$ cat src/rtl/cache_pkg.sv
// Shared types and constants for the cache controller: FSM state type, widths and the
// byte-address field layout (word offset, index, tag).
package cache_pkg;

    localparam int unsigned XLEN      = 32;
    localparam int unsigned C_WIDTH   = 13;
    localparam int unsigned OFFSET_W  = 2;
    localparam int unsigned INDEX_LSB = OFFSET_W;
    localparam int unsigned INDEX_MSB = C_WIDTH - 1;
    localparam int unsigned TAG_LSB   = C_WIDTH;
    localparam int unsigned TAG_MSB   = XLEN - 1;

    typedef enum logic [2:0] {
        IDLE,
        COMPARE,
        WRITEBACK,
        ALLOCATE,
        FILL
    } cache_state_e;

endpackage

$ cat src/rtl/cache_controller_if.sv
// Bundles the CPU, cache-array and memory signals of the cache controller.
// master = controller side, slave = CPU/cache/memory side.
interface cache_controller_if #(
    parameter int unsigned XLEN = 32
);

    logic            cpu_req;
    logic            cpu_we;
    logic [XLEN-1:0] cpu_addr;
    logic [XLEN-1:0] cpu_wdata;
    logic [XLEN-1:0] cpu_rdata;
    logic            cpu_ready;

    logic [XLEN-1:0] cache_addr;
    logic            cache_we;
    logic [XLEN-1:0] cache_din;
    logic [XLEN-1:0] cache_dout;
    logic            cache_hit;
    logic            cache_dirty;
    logic [XLEN-1:0] cache_miss_addr;

    logic            mem_req;
    logic            mem_we;
    logic [XLEN-1:0] mem_addr;
    logic [XLEN-1:0] mem_wdata;
    logic [XLEN-1:0] mem_rdata;
    logic            mem_ack;

    modport master (
        input  cpu_req, cpu_we, cpu_addr, cpu_wdata,
        output cpu_rdata, cpu_ready,
        output cache_addr, cache_we, cache_din,
        input  cache_dout, cache_hit, cache_dirty, cache_miss_addr,
        output mem_req, mem_we, mem_addr, mem_wdata,
        input  mem_rdata, mem_ack
    );

    modport slave (
        output cpu_req, cpu_we, cpu_addr, cpu_wdata,
        input  cpu_rdata, cpu_ready,
        input  cache_addr, cache_we, cache_din,
        output cache_dout, cache_hit, cache_dirty, cache_miss_addr,
        input  mem_req, mem_we, mem_addr, mem_wdata,
        output mem_rdata, mem_ack
    );

endinterface

$ cat src/rtl/cache_controller.sv
// Write-back, write-allocate cache controller FSM (IDLE/COMPARE/WRITEBACK/ALLOCATE/FILL).
// Optional hit/miss statistics outputs are built when CACHE_CTRL_STATS_EN is defined.
module cache_controller
    import cache_pkg::*;
#(
    parameter int unsigned XLEN    = cache_pkg::XLEN,
    parameter int unsigned C_WIDTH = cache_pkg::C_WIDTH,
    parameter int unsigned STATS_W = 32
) (
    input  logic               clk,
    input  logic               rst_b,
`ifdef CACHE_CTRL_STATS_EN
    output logic [STATS_W-1:0] hit_count,
    output logic [STATS_W-1:0] miss_count,
`endif
    cache_controller_if.master bus
);

    if (C_WIDTH <= OFFSET_W || C_WIDTH >= XLEN) begin : g_bad_c_width
        $error("cache_controller: C_WIDTH out of range");
    end
    if (STATS_W == 0) begin : g_bad_stats_w
        $error("cache_controller: STATS_W must be non-zero");
    end

    cache_state_e    r_state;
    cache_state_e    w_state_next;
    logic            r_we;
    logic [XLEN-1:0] r_addr;
    logic [XLEN-1:0] r_wdata;
    logic [XLEN-1:0] r_fill;
    logic            w_accept;
    logic            w_fill_capture;

    assign w_accept       = (r_state == IDLE) && bus.cpu_req;
    assign w_fill_capture = (r_state == ALLOCATE) && bus.mem_ack;

    always_ff @(posedge clk) begin
        if (rst_b) begin
            r_state <= IDLE;
            r_we    <= 1'b0;
            r_addr  <= '0;
            r_wdata <= '0;
            r_fill  <= '0;
        end else begin
            r_state <= w_state_next;
            if (w_accept) begin
                r_we    <= bus.cpu_we;
                r_addr  <= bus.cpu_addr;
                r_wdata <= bus.cpu_wdata;
            end
            if (w_fill_capture) begin
                r_fill <= bus.mem_rdata;
            end
        end
    end

    always_comb begin
        w_state_next   = r_state;
        bus.cpu_rdata  = '0;
        bus.cpu_ready  = 1'b0;
        bus.cache_addr = '0;
        bus.cache_we   = 1'b0;
        bus.cache_din  = '0;
        bus.mem_req    = 1'b0;
        bus.mem_we     = 1'b0;
        bus.mem_addr   = '0;
        bus.mem_wdata  = '0;

        case (r_state)
            IDLE: begin
                if (bus.cpu_req) begin
                    w_state_next = COMPARE;
                end
            end
            COMPARE: begin
                bus.cache_addr = r_addr;
                if (bus.cache_hit) begin
                    bus.cpu_ready = 1'b1;
                    if (r_we) begin
                        bus.cache_we  = 1'b1;
                        bus.cache_din = r_wdata;
                    end else begin
                        bus.cpu_rdata = bus.cache_dout;
                    end
                    w_state_next = IDLE;
                end else begin
                    w_state_next = bus.cache_dirty ? WRITEBACK : ALLOCATE;
                end
            end
            WRITEBACK: begin
                // cache_dout still reads the victim line because the index is unchanged
                bus.cache_addr = r_addr;
                bus.mem_req    = 1'b1;
                bus.mem_we     = 1'b1;
                bus.mem_addr   = bus.cache_miss_addr;
                bus.mem_wdata  = bus.cache_dout;
                if (bus.mem_ack) begin
                    w_state_next = ALLOCATE;
                end
            end
            ALLOCATE: begin
                bus.cache_addr = r_addr;
                bus.mem_req    = 1'b1;
                bus.mem_addr   = {r_addr[XLEN-1:OFFSET_W], OFFSET_W'(0)};
                if (bus.mem_ack) begin
                    w_state_next = FILL;
                end
            end
            FILL: begin
                // A line is one word, so a store's data covers the whole fill word
                bus.cache_addr = r_addr;
                bus.cache_we   = 1'b1;
                bus.cache_din  = r_we ? r_wdata : r_fill;
                w_state_next   = COMPARE;
            end
            default: begin
                w_state_next = IDLE;
            end
        endcase
    end

`ifdef CACHE_CTRL_STATS_EN
    logic               r_retry;
    logic [STATS_W-1:0] r_hit_count;
    logic [STATS_W-1:0] r_miss_count;
    logic               w_first_hit;
    logic               w_miss;

    assign w_first_hit = (r_state == COMPARE) && bus.cache_hit && !r_retry;
    assign w_miss      = (r_state == COMPARE) && !bus.cache_hit;

    // r_retry marks the COMPARE that follows FILL so it is not counted as a hit
    always_ff @(posedge clk) begin
        if (rst_b) begin
            r_retry      <= 1'b0;
            r_hit_count  <= '0;
            r_miss_count <= '0;
        end else begin
            if (w_accept) begin
                r_retry <= 1'b0;
            end else if (r_state == FILL) begin
                r_retry <= 1'b1;
            end
            if (w_first_hit) begin
                r_hit_count <= r_hit_count + STATS_W'(1);
            end
            if (w_miss) begin
                r_miss_count <= r_miss_count + STATS_W'(1);
            end
        end
    end

    assign hit_count  = r_hit_count;
    assign miss_count = r_miss_count;
`endif

endmodule

$ cat src/flat_wrapper.sv
// flat-port wrapper written by rule: the top's interface ports become plain ports
module cache_controller_flat import cache_pkg::*;
#(
    parameter int unsigned XLEN    = cache_pkg::XLEN,
    parameter int unsigned C_WIDTH = cache_pkg::C_WIDTH,
    parameter int unsigned STATS_W = 32
)
  (clk, rst_b, bus_cpu_req, bus_cpu_we, bus_cpu_addr, bus_cpu_wdata, bus_cpu_rdata, bus_cpu_ready, bus_cache_addr, bus_cache_we, bus_cache_din, bus_cache_dout, bus_cache_hit, bus_cache_dirty, bus_cache_miss_addr, bus_mem_req, bus_mem_we, bus_mem_addr, bus_mem_wdata, bus_mem_rdata, bus_mem_ack);
  cache_controller_if #(.XLEN(XLEN)) bus_i ();
  input  logic clk;
  input  logic rst_b;
  input wire logic [$bits(bus_i.cpu_req)-1:0] bus_cpu_req;
  input wire logic [$bits(bus_i.cpu_we)-1:0] bus_cpu_we;
  input wire logic [$bits(bus_i.cpu_addr)-1:0] bus_cpu_addr;
  input wire logic [$bits(bus_i.cpu_wdata)-1:0] bus_cpu_wdata;
  output wire logic [$bits(bus_i.cpu_rdata)-1:0] bus_cpu_rdata;
  output wire logic [$bits(bus_i.cpu_ready)-1:0] bus_cpu_ready;
  output wire logic [$bits(bus_i.cache_addr)-1:0] bus_cache_addr;
  output wire logic [$bits(bus_i.cache_we)-1:0] bus_cache_we;
  output wire logic [$bits(bus_i.cache_din)-1:0] bus_cache_din;
  input wire logic [$bits(bus_i.cache_dout)-1:0] bus_cache_dout;
  input wire logic [$bits(bus_i.cache_hit)-1:0] bus_cache_hit;
  input wire logic [$bits(bus_i.cache_dirty)-1:0] bus_cache_dirty;
  input wire logic [$bits(bus_i.cache_miss_addr)-1:0] bus_cache_miss_addr;
  output wire logic [$bits(bus_i.mem_req)-1:0] bus_mem_req;
  output wire logic [$bits(bus_i.mem_we)-1:0] bus_mem_we;
  output wire logic [$bits(bus_i.mem_addr)-1:0] bus_mem_addr;
  output wire logic [$bits(bus_i.mem_wdata)-1:0] bus_mem_wdata;
  input wire logic [$bits(bus_i.mem_rdata)-1:0] bus_mem_rdata;
  input wire logic [$bits(bus_i.mem_ack)-1:0] bus_mem_ack;
  assign bus_i.cpu_req = bus_cpu_req;
  assign bus_i.cpu_we = bus_cpu_we;
  assign bus_i.cpu_addr = bus_cpu_addr;
  assign bus_i.cpu_wdata = bus_cpu_wdata;
  assign bus_cpu_rdata = bus_i.cpu_rdata;
  assign bus_cpu_ready = bus_i.cpu_ready;
  assign bus_cache_addr = bus_i.cache_addr;
  assign bus_cache_we = bus_i.cache_we;
  assign bus_cache_din = bus_i.cache_din;
  assign bus_i.cache_dout = bus_cache_dout;
  assign bus_i.cache_hit = bus_cache_hit;
  assign bus_i.cache_dirty = bus_cache_dirty;
  assign bus_i.cache_miss_addr = bus_cache_miss_addr;
  assign bus_mem_req = bus_i.mem_req;
  assign bus_mem_we = bus_i.mem_we;
  assign bus_mem_addr = bus_i.mem_addr;
  assign bus_mem_wdata = bus_i.mem_wdata;
  assign bus_i.mem_rdata = bus_mem_rdata;
  assign bus_i.mem_ack = bus_mem_ack;
  cache_controller #(.XLEN(XLEN), .C_WIDTH(C_WIDTH), .STATS_W(STATS_W)) u_core (.clk(clk), .rst_b(rst_b), .bus(bus_i));
endmodule
$ cat config.mk
export PLATFORM = sky130hd
export DESIGN_NAME = cache_controller_flat
export DESIGN_NICKNAME = d
export VERILOG_FILES = /design/src/rtl/cache_pkg.sv /design/src/rtl/cache_controller_if.sv /design/src/rtl/cache_controller.sv /design/src/flat_wrapper.sv
export SDC_FILE = /design/constraint.sdc
export NUM_CORES = 1
export LEC_CHECK = 0
export BUFFER_PORTS_ARGS = -buffer_cell sky130_fd_sc_hd__buf_2
export CORE_ASPECT_RATIO = 0.7
export CORE_MARGIN = 4
export CORE_UTILIZATION = 35
export DETAILED_ROUTE_END_ITERATION = 7
export PLACE_DENSITY = 0.78
export SYNTH_ARGS = -nofsm -noshare
export SYNTH_HDL_FRONTEND = slang
export SYNTH_SLANG_ARGS = --single-unit
$ cat constraint.sdc
create_clock -name clk -period 1.5 [get_ports clk]
set_input_delay 0.075 -clock clk [delete_from_list [all_inputs] [get_ports clk]]
set_output_delay 0.075 -clock clk [all_outputs]
set_load 0.01 [all_outputs]
# Word-level counts from Yosys, hierarchy flattened

Cells that the tools add are included.

Output and inout bits: 164
Register bits: 100

Muxes and demuxes: 23
Eq/ne operators: 7
Reductions and logical operators: 6

Operators by type and width:

| operator                                            | number |
|---|---|
| 2-to-1 mux 32 bit                                   | 8 |
| one-hot mux 32 bit (2 select lines)                 | 2 |
| one-hot mux 3 bit (5 select lines)                  | 1 |
| 2-to-1 mux 3 bit                                    | 4 |
| 2-to-1 mux 1 bit                                    | 7 |
| equality test 3 x 2 -> 1 bit, second input constant | 2 |
| != test 2 bit, second input constant                | 3 |
| OR reduction 4 bit                                  | 1 |
| equality test 3 x 1 -> 1 bit, second input constant | 1 |
| equality test 3 bit, second input constant          | 1 |
| zero test 3 bit                                     | 1 |
| AND reduction 3 bit                                 | 1 |
| logical AND 1 bit                                   | 2 |
| one-hot mux 1 bit (2 select lines)                  | 1 |
| OR reduction 2 bit                                  | 1 |

# Depth between registers and ports, before layout

Word-level depth: 3
Depth in mapped cells: 6

# Worst setup path before layout

Ideal clock, no wire load.

Path type: reg2reg
Start point: register u_core.r_state[0]
End point: register u_core.r_addr[10]
Period minus slack after synthesis: 1.442 ns
Stages on the path, launching flop included: 7
Setup time: 0.132 ns
Buffers on the path: 3
Slack: 0.058 ns
Arrival: 1.310 ns
Path through: dfxtp_1 -> buf_2 -> or4b_4 -> buf_6 -> buf_6 -> nand2_1 -> a21oi_1

Longest elaborated chain between the ends: 2

Ends and longest elaborated chain:

| element                | line                   | source |
|---|---|---|
| start, declared        | cache_controller.sv:26 | `cache_state_e r_state;` |
| start signal, assigned | cache_controller.sv:46 | `r_state <= w_state_next;` |
| zero test 3 bit        | cache_controller.sv:35 | `assign w_accept = (r_state == IDLE) && bus.cpu_req;` |
| logical AND 1 bit      | cache_controller.sv:35 |  |
| end signal, assigned   | cache_controller.sv:49 | `r_addr <= bus.cpu_addr;` |
| end, declared          | cache_controller.sv:29 | `logic [XLEN-1:0] r_addr;` |

No other way between the ends.
A chain may end at the register's enable or synchronous reset.

# Worst setup path after layout

Start point: register u_core.r_state[0]
End point: register u_core.r_addr[9]

The elaborated chain is that of the path after synthesis.

==> impl_results.md <==
- Run status: finished with violations
- Failing checks: negative setup slack
- Pwr dens: 771 mW/mm^2
- Number of sinks handled by clock tree synthesis: 100
- Upper clock frequency limit: 0.543 GHz
- Die Footprint: 0.0168 mm^2
- Worst Path Arrival: 2.09 ns
- Post-synth net total: 866
- First DRT Iteration DRCs: 469
- Placed Area: 0.00714 mm^2
- CTS root buf: sky130_fd_sc_hd__clkbuf_16
- Fraction of final layout cells sized beyond drive strength 1: 0.487
- Hold Crit Start: rst_b
- Endpoint kind of the worst setup timing path: register
- Mean instance size in the synthesized netlist: 7.39 um^2
- Sequential element share of the synthesized area: 0.387
- Final max-slew violation count: 0
- Async set-reset flop share out of synthesis: 0
- Worst setup path class: register to register
- Transition time at the pin with the least slew margin: 0.550 ns
- Die Width: 153 um
- Number of enable flip-flop cells after synthesis: 0
- Launching element type of the critical path: register
- Final design instance area without fill: 0.0102 mm^2
- All-layer global routing usage: 0.253
- Wire length of the first global-routing pass: 34,000 um
- WL final: 26,600 um
- Final non-filler cell total: 1,340
- CP Max Fanout: 19
- Post-DR wirelength/cell: 19.9 um
- Total via count after detailed routing: 6,904
- Area growth from synthesis to layout: 97.9%
- Remaining max-slew budget at the tightest pin: 0.633
- Number of nets with antenna violations after routing: 0
- Starting utilization of the core area: 0.364
- Final setup violation count: 224
- Highest ir drop seen on vdd: 0.731 mV
- Post-placement cell count: 1,185
- Mapped Cells: 699
- Launching point of the worst reg2reg path: u_core.r_state[0]$_SDFFE_PP0P_
- First drt pass iteration count: 5
- Worst setup path startpoint: u_core.r_state[0]$_SDFFE_PP0P_
- Setup Skew: 0.00869 ns
- Clk buf depth: 2
- Site row count: 36
- Global route total overflow: 0
- Warning count from the yosys run: 0
- RSZ-0062 raised after global routing: yes
- Die Y-Extent: 110 um
- Yosys reg bits: 100
- Static Leak: 4.54 nW
- I/O pins: 331
- Slack of the critical path: -0.343 ns
- Final net count: 1,312
- Portion of the clock cycle consumed by the worst path in the final layout: 1.23
- Predominant post-synthesis flop cell: sky130_fd_sc_hd__dfxtp_1
- Max Cap Viol: 0
- Routability congestion estimate from global placement: 0.970
- Number of antenna violations at the first check in global routing: 1
- Clock tree from TritonCTS: done
- Placeable core region: 0.0142 mm^2
- Worst skew pair latency: 0.34 ns
- Required time of the critical path: 1.75 ns
- Clock slew seen by the registers of the worst setup and hold paths: 0.06 ns
- Number of library cell types mapped by synthesis: 25
- Clock period minus worst slack: 1.84 ns
- Number of buffers added by the clock tree synthesis step: 9
- Syn Std Cell Area: 0.00517 mm^2
- HPWL Detailed: 14,000 um
- H-tree Lvls: 3
- Via count of the first global-routing pass: 6,500
- Pin count of the biggest net entering global routing: 101
- # DRC: 0
- Type of the worst min-delay path: primary input to register
- Final number of hold-violating endpoints: 0
- Routed via count divided by cell count: 5.15
- Port Buf Inserts: 330
what timing repair did:
item / 4_1_cts / 5_1_grt
pin swaps: 29 / 42
buffers inserted: 15 / 12
hold buffers: 97 / 0
gates resized for setup: 129 / 194
endpoints found under the hold margin: 97 / 0
cloned: 6 / 16
endpoints found under the setup margin: 163 / 234
logic make-up after synthesis:
kind of cell,Yosys count,share of synthesized area
flip-flops,100,0.387
AO/OA/AOI/OAI,102,0.101
multiplexers,62,0.120
XOR/XNOR,1,0.00169
buffers and inverters,61,0.0593
AND/OR/NAND/NOR,373,0.330
cell type report:
cell class                 count  area, um^2
clock inverter                 5         108
multi-input combinational    538        3570
timing repair buffer         493        4040
tap                          190         238
sequential                   100        2010
antenna                        1        2.50
fill                         979        3960
clock buffer                  10         239
inverter                       3        13.8
report_power, final:
part	leakage (nW)	internal, W	switching (W)
clock network	0.169	0.00168	0.00103
logic	3.56	0.00119	0.00108
registers	0.819	0.00279	0.000128
worst max-delay path, stage by stage, from the launching register on:
cell and delay, ns:
sky130_fd_sc_hd__dfxtp_4 0.38, sky130_fd_sc_hd__buf_4 0.15, sky130_fd_sc_hd__buf_4 0.14, sky130_fd_sc_hd__nor4b_4 0.44, sky130_fd_sc_hd__buf_4 0.22, sky130_fd_sc_hd__clkbuf_16 0.19, sky130_fd_sc_hd__nand2_1 0.07, sky130_fd_sc_hd__a21oi_1 0.16
final timing paths:
kind	endpoint	slack [ns]	cells past startpoint
max	u_core.r_addr[9]$_SDFFE_PP0P_	-0.34	7
min	u_core.r_state[0]$_SDFFE_PP0P_	0.08	3
min reg2reg	u_core.r_fill[15]$_SDFFE_PP0P_	0.46	2
max reg2reg	u_core.r_addr[9]$_SDFFE_PP0P_	-0.34	7
per-layer routing:
layer | vias up | wire, um | share of wire | GRT usage
met4 | 0 | 969 | 0.036 | 0.0947
met5 | - | 0 | 0 | 0
li1 | 3149 | - | - | -
met1 | 3290 | 9800 | 0.37 | 0.272
met3 | 73 | 1910 | 0.072 | 0.0578
met2 | 392 | 13900 | 0.52 | 0.490
per-stage QoR:
stage / hold slack [ns] / setup TNS [ns] / setup WS, ns / util / total power, W
3_5_place_dp: 0.316 / 0 / 0.00382 / 0.503 / 0.00429
6_report: 0.0784 / -38.81 / -0.343 / 0.721 / 0.00789
4_1_cts: 0.0370 / -30.02 / -0.235 / 0.645 / 0.00744
5_1_grt: 0.0790 / -50.98 / -0.411 / 0.721 / 0.00816
3_3_place_gp: 0.308 / 0 / 0.0502 / 0.503 / 0.00426
2_1_floorplan: 0.211 / 0 / 0.0579 / - / 0.00368
Yosys cell counts, drive strengths merged, types with 2 or more instances:
cell type | n | area [um^2]
buf | 30 | 190
nand2 | 196 | 736
nor2 | 67 | 254
nand2b | 2 | 12.5
mux2i | 62 | 621
and2 | 98 | 613
clkbuf | 28 | 105
a21oi | 98 | 490
nor3 | 3 | 15.0
nand4b | 2 | 17.5
inv | 3 | 11.3
dfxtp | 100 | 2000
layout by cell type (no fill, tap or decap), types with 2 or more instances in the layout:
cell | Yosys | routed
sky130_fd_sc_hd__mux2i_4 | 0 | 7
sky130_fd_sc_hd__mux2i_1 | 62 | 43
sky130_fd_sc_hd__nor2_4 | 0 | 30
sky130_fd_sc_hd__buf_8 | 0 | 5
sky130_fd_sc_hd__buf_2 | 23 | 264
sky130_fd_sc_hd__and2_1 | 98 | 62
sky130_fd_sc_hd__nand2_2 | 0 | 4
sky130_fd_sc_hd__a21oi_1 | 98 | 62
sky130_fd_sc_hd__dfxtp_1 | 100 | 96
sky130_fd_sc_hd__nand2_1 | 196 | 184
sky130_fd_sc_hd__buf_6 | 6 | 81
sky130_fd_sc_hd__nor2_1 | 66 | 34
sky130_fd_sc_hd__a21oi_2 | 0 | 36
sky130_fd_sc_hd__nor3_1 | 3 | 3
sky130_fd_sc_hd__nand2_4 | 0 | 8
sky130_fd_sc_hd__buf_12 | 0 | 16
sky130_fd_sc_hd__nor2_2 | 1 | 3
sky130_fd_sc_hd__buf_4 | 1 | 18
sky130_fd_sc_hd__and2_4 | 0 | 36
sky130_fd_sc_hd__bufinv_16 | 0 | 3
sky130_fd_sc_hd__mux2i_2 | 0 | 12
sky130_fd_sc_hd__nand4b_1 | 2 | 2
sky130_fd_sc_hd__inv_1 | 3 | 2
sky130_fd_sc_hd__dlygate4sd3_1 | 0 | 97
sky130_fd_sc_hd__buf_16 | 0 | 3
sky130_fd_sc_hd__clkbuf_16 | 0 | 18
sky130_fd_sc_hd__dfxtp_4 | 0 | 3
sequential cells by signal, summed over array words and instances (netlist names):
register        count
u_core.r_we         1
u_core.r_state      3
u_core.r_wdata     32
u_core.r_fill      32
u_core.r_addr      32
Power figures use the tool's default switching activity.
